`src/rtl/tlut_pkg.sv`:
```
// ---------------------------------------------------------------------------
// tlut_pkg
// Shared definitions for the temporal-pulse decoder slice.
//   - Default geometry / width macros (normally supplied by DEF.sv; the
//     guarded fallbacks below keep the package self-contained).
//   - state_t : IDLE / RUN / DONE states of the decode window FSM.
// ---------------------------------------------------------------------------
`ifndef DIM_ROW1
`define DIM_ROW1 2
`endif
`ifndef DIM_COL1
`define DIM_COL1 2
`endif
`ifndef INPUT_WIDTH
`define INPUT_WIDTH 4
`endif

package tlut_pkg;

   localparam int DEF_N_LANE = `DIM_ROW1 * `DIM_COL1;
   localparam int DEF_W      = `INPUT_WIDTH;

   typedef enum logic [1:0] {
      IDLE = 2'd0,
      RUN  = 2'd1,
      DONE = 2'd2
   } state_t;

endpackage

```
`src/rtl/tlut_lane_capture.sv`:
```
// ---------------------------------------------------------------------------
// tlut_lane_capture
// Captures one lane of a temporal pulse code: the first sampled pulse latches
// the current ramp value, any later sampled pulse flags an error.
// Ports:
//   clk, rst_n : clock, synchronous active-low reset
//   clear      : start of a new window, empties the lane
//   sample     : ramp is advancing this cycle (RUN and enable)
//   pulse      : lane pulse input
//   cnt        : current ramp value
//   data       : ramp value at the first pulse (0 if none)
//   hit        : lane has seen a pulse in this window
//   err        : lane pulsed on more than one sampled cycle
// ---------------------------------------------------------------------------
module tlut_lane_capture #(
   parameter int W = 4
) (
   input  logic         clk,
   input  logic         rst_n,
   input  logic         clear,
   input  logic         sample,
   input  logic         pulse,
   input  logic [W-1:0] cnt,
   output logic [W-1:0] data,
   output logic         hit,
   output logic         err
);

   // First pulse wins the data slot; repeats only raise err so the
   // captured value is never overwritten within a window.
   always_ff @(posedge clk) begin
      if (!rst_n) begin
         data <= '0;
         hit  <= 1'b0;
         err  <= 1'b0;
      end else if (clear) begin
         data <= '0;
         hit  <= 1'b0;
         err  <= 1'b0;
      end else if (sample && pulse) begin
         if (!hit) begin
            data <= cnt;
            hit  <= 1'b1;
         end else begin
            err  <= 1'b1;
         end
      end
   end

endmodule

```
`src/rtl/tlut_pulse_decode.sv`:
```
// ---------------------------------------------------------------------------
// tlut_pulse_decode
// Decodes temporally encoded lane pulses back into values. A ramp counter
// sweeps 0 .. 2^W-1 once per window; each lane records the ramp value at
// which its pulse arrived. Result is held under a valid/ready handshake.
// Ports:
//   clk, rst_n : clock, synchronous active-low reset
//   enable     : ramp advances / lanes sampled when high, stall when low
//   start      : request a new decode window
//   pulse_in   : per-lane temporal pulses
//   rng        : current ramp value to the encoder comparators
//   busy       : window in progress (RUN)
//   out_valid  : decoded result available (DONE)
//   out_ready  : consumer accepts the result
//   out_data   : decoded lane values
//   out_hit    : lane received a pulse
//   out_err    : lane pulsed more than once
// ---------------------------------------------------------------------------
`ifndef DIM_ROW1
`define DIM_ROW1 2
`endif
`ifndef DIM_COL1
`define DIM_COL1 2
`endif
`ifndef INPUT_WIDTH
`define INPUT_WIDTH 4
`endif

module tlut_pulse_decode
   import tlut_pkg::*;
#(
   parameter int N_LANE = `DIM_ROW1 * `DIM_COL1,
   parameter int W      = `INPUT_WIDTH
) (
   input  logic                         clk,
   input  logic                         rst_n,
   input  logic                         enable,
   input  logic                         start,
   input  logic [N_LANE-1:0]            pulse_in,
   output logic [W-1:0]                 rng,
   output logic                         busy,
   output logic                         out_valid,
   input  logic                         out_ready,
   output logic [N_LANE-1:0][W-1:0]     out_data,
   output logic [N_LANE-1:0]            out_hit,
   output logic [N_LANE-1:0]            out_err
);

   localparam logic [W-1:0] CNT_MAX = '1;

   state_t       state;
   state_t       state_next;
   logic [W-1:0] cnt;
   logic         clear;
   logic         sample;

   // A new window opens from IDLE, or straight from DONE when the result
   // is being accepted in the same cycle; start is ignored otherwise.
   assign clear  = start && ((state == IDLE) || ((state == DONE) && out_ready));
   assign sample = (state == RUN) && enable;

   // State register.
   always_ff @(posedge clk) begin
      if (!rst_n) begin
         state <= IDLE;
      end else begin
         state <= state_next;
      end
   end

   // Next-state logic. The last ramp value is sampled on the transition
   // to DONE, so there is never a second pass through the ramp.
   always_comb begin
      state_next = state;
      unique case (state)
         IDLE: if (start) state_next = RUN;
         RUN:  if (enable && (cnt == CNT_MAX)) state_next = DONE;
         DONE: begin
            if (out_ready) state_next = start ? RUN : IDLE;
         end
         default: state_next = IDLE;
      endcase
   end

   // Output decodes of the registered state.
   always_comb begin
      busy      = (state == RUN);
      out_valid = (state == DONE);
   end

   // Ramp counter: the natural W-bit wrap on the final sample returns it to
   // zero exactly as the FSM leaves RUN, and it is forced to zero elsewhere.
   always_ff @(posedge clk) begin
      if (!rst_n) begin
         cnt <= '0;
      end else if (state != RUN) begin
         cnt <= '0;
      end else if (enable) begin
         cnt <= cnt + 1'b1;
      end
   end

   assign rng = cnt;

   for (genvar i = 0; i < N_LANE; i++) begin : g_lane
      tlut_lane_capture #(.W(W)) u_lane (
         .clk    (clk),
         .rst_n  (rst_n),
         .clear  (clear),
         .sample (sample),
         .pulse  (pulse_in[i]),
         .cnt    (cnt),
         .data   (out_data[i]),
         .hit    (out_hit[i]),
         .err    (out_err[i])
      );
   end

endmodule

```
`config.mk`:
```
export PLATFORM = sky130hd
export DESIGN_NAME = tlut_pulse_decode
export DESIGN_NICKNAME = d
export VERILOG_FILES = /design/src/rtl/tlut_pkg.sv /design/src/rtl/tlut_lane_capture.sv /design/src/rtl/tlut_pulse_decode.sv
export SDC_FILE = /design/constraint.sdc
export NUM_CORES = 1
export LEC_CHECK = 0
export CORE_UTILIZATION = 41
export DETAILED_ROUTE_END_ITERATION = 10
export GPL_TIMING_DRIVEN = 0
export PLACE_DENSITY_LB_ADDON = 0.15
export SLEW_MARGIN = 10
export SYNTH_ARGS = -nofsm -noshare
export SYNTH_HDL_FRONTEND = slang
export SYNTH_SLANG_ARGS = --single-unit
```
`constraint.sdc`:
```
create_clock -name clk -period 2.47 [get_ports clk]
set_input_delay 0.247 -clock clk [delete_from_list [all_inputs] [get_ports clk]]
set_output_delay 0.247 -clock clk [all_outputs]
set_load 0.05 [all_outputs]
```
# --- Word level (Yosys, flattened, before mapping) ---
# Index checks and enable logic that the tools add are counted.
totals:
  output_inout_bits: 30
  register_bits: 30
classes:
  eq_ne: 7
  add_sub_neg: 1
  mux: 5
  bitwise: 5
  n_reduce_logical: 21
op_table:
  columns: ["cell", "n"]
  rows:
  - ["AND reduction 2 bit", 8]
  - ["logical AND 1 bit", 8]
  - ["two-way mux 2 bit", 3]
  - ["inequality test 2 x 1 -> 1 bit, second input constant", 3]
  - ["case mux 2 bit (3 select lines)", 1]
  - ["inverter 1 bit", 5]
  - ["adder 4 x 1 -> 4 bit, second input constant", 1]
  - ["== test 4 bit, second input constant", 1]
  - ["OR reduction 2 bit", 2]
  - ["AND reduction 3 bit", 1]
  - ["== test 2 x 1 -> 1 bit, second input constant", 1]
  - ["== test 2 bit, second input constant", 1]
  - ["zero test 2 bit", 1]
  - ["inequality test 2 bit, second input constant", 1]
  - ["logical OR 1 bit", 1]
  - ["two-way mux 1 bit", 1]

# --- Longest topological paths before layout ---
depth:
  depth_word: 5
  ltp_mapped: 5
  depth_no_buf: 4

# --- Hierarchy ---
# Synthesis repeated with hierarchy kept, for this count alone.
unflattened:
  hier_cells: 135
  area_unflattened_um2: 1378.8
by_module_without_submodules:
  columns: ["module", "seq_area_each_um2", "area_each_um2", "cells_per_inst", "instances"]
  rows:
  - ["tlut_lane_capture", 120.1, 264.0, 26, 4]
  - ["tlut_pulse_decode", 120.1, 322.8, 31, 1]

# --- Worst setup path before layout ---
# OpenSTA, ideal clock, no wires.
synth_path:
  path_type: "reg2reg"
  startpoint: "register state[0]"
  endpoint: "register cnt[0] (netlist: rng[0])"
  stages_incl_launch_ff: 4
  arrival_time_ns: 1.458
  period_less_slack_ns: 1.525
  path_buffers: 0
  required_time_ns: 2.403
  slack_ns: 0.945
  setup_ns: 0.067
  path_cell_list: "dfxtp_1 -> nor2b_1 -> nand2_1 -> nor2_1"
synth_via:
  elab_chain_cells: 2
synth_lines:
  columns: ["element", "line", "source"]
  rows:
  - ["start, declared", "tlut_pulse_decode.sv:51", "state_t state;"]
  - ["start signal, assigned", "tlut_pulse_decode.sv:67", "state <= state_next;"]
  - ["inequality test 2 x 1 -> 1 bit", "tlut_pulse_decode.sv:96", "end else if (state != RUN) begin"]
  - ["OR reduction 2 bit (no source line)", null, null]
  - ["end signal, assigned", "tlut_pulse_decode.sv:99", "cnt <= cnt + 1'b1;"]
  - ["end, declared", "tlut_pulse_decode.sv:53", "logic [W-1:0] cnt;"]
# Every way passes these cells.
# A chain may end at the register's enable or synchronous reset.

# --- Final worst setup path ---
layout_path:
  startpoint: "register state[0]"
  endpoint: "output busy"
layout_via:
  elab_chain_cells: 1
layout_lines:
  columns: ["element", "line", "source"]
  rows:
  - ["== test 2 x 1 -> 1 bit", "tlut_pulse_decode.sv:87", "busy = (state == RUN);"]
  - ["end, declared", "tlut_pulse_decode.sv:41", "output logic busy,"]
# Every way passes these cells.

==> flow_metrics.py <==
metrics = {
    "run": {
        "maxCapViolations": 0,
    },
    "clock_network": {
        "cts.reportedPaths.clkPinSlew_ns": 0.09,
        "cts_made_buffers": 5,
        "cts.sinks": 30,
        "h-tree-depth": 2,
        "holdBufCountCts": 0,
        "clockBufferDepth": 2,
        "cts_tree": "done",
        "cts_resized": 0,
        "clk_latency_ns": 0.32,
        "post_cts.repair.setup_buffers": 0,
        "clock-root-buffer": "clkbuf_4",
    },
    "route": {
        "drt_pass1_iterations": 4,
        "antenna_left": 0,
        "drt_iter0_markers": 20,
        "highest_layer": "met4",
        "vias": 1114,
        "drc": 0,
        "wl_met3_um": 158,
        "wl_met2_mm": 1.30,
        "wl_met1_mm": 1.30,
        "avgRoutedWirePerCell_um": 12.9,
        "viasPerCell": 5.11,
        "wl_mm": 2.81,
    },
    "yosys": {
        "netlist.area_leader.share": 0.447,
        "synth_warnings": 0,
        "syn_inst": 128,
        "yosysTopAreaCell": "dfxtp_1",
        "synth_fp_nets": 138,
        "syn_area_per_cell_sq_um": 10.5,
        "seq_area_frac_synth": 0.447,
        "ys_ff_latch": 30,
        "syn-cell-area_sq_um": 1350,
        "synthTopCellsByArea": "dfxtp_1 (45%), mux2i_1 (13%), o211ai_1 (11%), buf_4 (4.5%), nor2_1 (3.3%)",
        "synth_cell_type_count": 29,
    },
    "power_and_ir_drop": {
        "cellPowerDensity_nw_per_um2": 483,
        "power.leakage_uw": 0.000761,
        "peakVddDrop_uv": 376,
    },
    "worst_setup_path": {
        "path_max_fanout": 6,
        "cp-end-kind": "primary output",
        "r2r-start": "state[0]$_SDFFE_PN0P_",
        "worstSetupPathType": "register to primary output",
        "critPathTopFamily": "buffers and inverters",
        "reg2reg_to": "g_lane[0].u_lane.data[1]$_SDFFE_PP0P_",
        "worstPathCellList": "nor2b_1 > clkdlybuf4s50_1",
        "regToRegSetupSlack_ns": 1.03,
        "worstPathRequired_ns": 2.22,
        "cp-start-kind": "register",
        "reg2reg_depth": 4,
        "worstPathBufferInverterCount": 1,
        "critPathMaxStageDelay_ns": 0.82,
        "crit_path_top_delay_cell": "clkdlybuf4s50_1",
        "critPathArrivalTime_ns": 1.74,
    },
    "final_layout": {
        "layout_common_cells": "clkdlybuf4s50_1 (38), dfxtp_1 (30), o211ai_1 (20)",
        "multiInputGateArea_sq_um": 628,
        "num_antenna_cells": 0,
        "final_common_cell": "clkdlybuf4s50_1",
        "seq_area_sq_um": 601,
        "finalCoreUtilization": 0.598,
        "design_area_sq_um": 1840,
        "drive_above_1_share": 0.149,
        "n_fill_cell": 276,
        "layout.nets": 183,
        "area_growth_pct": 36.8,
    },
    "floorplan": {
        "pin_count": 39,
        "dieWidth_um": 59.3,
        "initial_utilization": 0.437,
        "core_sq_um": 3080,
        "dieArea_sq_um": 3510,
        "die_y_um": 59.3,
        "rows": 20,
    },
    "timing": {
        "period_needed_ns": 1.99,
        "fmax_mhz": 503,
        "clock_skew_ns": 0.0109,
        "rsz0062_at_grt": "false",
        "hold_viol": 0,
        "tns_ns": 0,
        "period_share": 0.805,
        "setup_viol": 0,
        "worst_slew_pin_slew_ns": 0.509,
        "slew_headroom": 0.660,
        "slew_violations": 0,
    },
    "global_route": {
        "grt_pass1_wl_mm": 4.52,
        "grt_max_degree": 11,
        "antenna_found_initial": 0,
        "grt_pass1_vias": 959,
        "overflow": 0,
        "track_usage": 0.178,
    },
    "place": {
        "place.gp.congestion": 0.695,
        "dp_hpwl_mm": 2.09,
        "io_buffer_count": 38,
        "place_area_sq_um": 1780,
    },
    "min_path": {
        "hp-class": "register to register",
        "hold_path_depth": 2,
        "whs_endpoint": "g_lane[0].u_lane.err$_SDFFE_PP0P_",
        "hold_start": "g_lane[0].u_lane.err$_SDFFE_PP0P_",
    },
    "run_status": {
        "status": "finished clean",
    },
}
## kinds of logic after synthesis
| kind of cell | synth area share |
|---|---|
| compound gates | 0.163 |
| xor+xnor | 0.0195 |
| fa+ha+maj | 0.00930 |
| buf+inv | 0.0865 |
| flops | 0.447 |
| mux | 0.127 |
| simple gates | 0.149 |
## registers in the layout, indices dropped and copies added, names as in the netlist
register	flops
g_lane.u_lane.data	16
g_lane.u_lane.err	4
g_lane.u_lane.hit	4
rng	4
state	2
## worst min-delay path, stage by stage (launching register included)
cell	delay [ns]
dfxtp_1	0.33
a31oi_1	0.04
nor2_1	0.07
## metrics by stage
stage | hold slack [ns] | worst slack, ns | power (uW) | cells
final | 0.474 | 0.481 | 890 | 218
after detailed placement | 0.466 | 0.660 | 601 | 210
after CTS | 0.483 | 0.457 | 902 | 218
after global placement | 0.449 | 0.711 | 599 | 210
after global routing | 0.512 | 0.383 | 934 | 218
after floorplan | 0.388 | 0.945 | 564 | 128
## synth_stat cells, drive strengths merged
master and number:
nand4 2, and3b 2, nand3b 5, xnor2 1
a31oi 4, or2 1, and2b 1, buf 12
o21ai 1, nor2 12, a21boi 1, ha 1
nor2b 3, a21oi 4, nor3b 1, nand2 2
nand2b 1, o21a 1, clkbuf 4, xor2 2
mux2i 17, dfxtp 30, o211ai 20
## metal layers
layer | GRT usage | vias up
met5 | 0 | -
met4 | 0.0714 | 0
met3 | 0.0633 | 8
met2 | 0.265 | 36
met1 | 0.233 | 516
li1 | - | 554
## power breakdown
group | total (uW) | switching (uW) | leakage, uW | internal (uW)
clock network | 300 | 162 | 0.0000353 | 138
registers | 492 | 4.44 | 0.000242 | 487
logic | 97.8 | 55.4 | 0.000484 | 42.4
## how the worst max path moves through the flow
stage / slack (ns) / startpoint / to / cells past startpoint
floorplan: 0.94 / state[0]$_SDFFE_PN0P_ / rng[0]$_SDFFE_PP0P_ / 3
global placement: 0.71 / out_ready / g_lane[0].u_lane.data[1]$_SDFFE_PP0P_ / 5
detailed placement: 0.66 / out_ready / g_lane[0].u_lane.data[1]$_SDFFE_PP0P_ / 5
CTS: 0.46 / state[1]$_SDFFE_PN0P_ / out_valid / 2
global route: 0.38 / state[0]$_SDFFE_PN0P_ / busy / 2
finish: 0.48 / state[0]$_SDFFE_PN0P_ / busy / 2
## final cells by class
class,count,area share
buffer,16,0.0632
clock buffer,7,0.0299
clock inverter,1,0.00272
multi-input combinational,82,0.341
sequential,30,0.326
tap,44,0.0299
timing repair buffer,38,0.207
(Power assumes the default switching activity.)
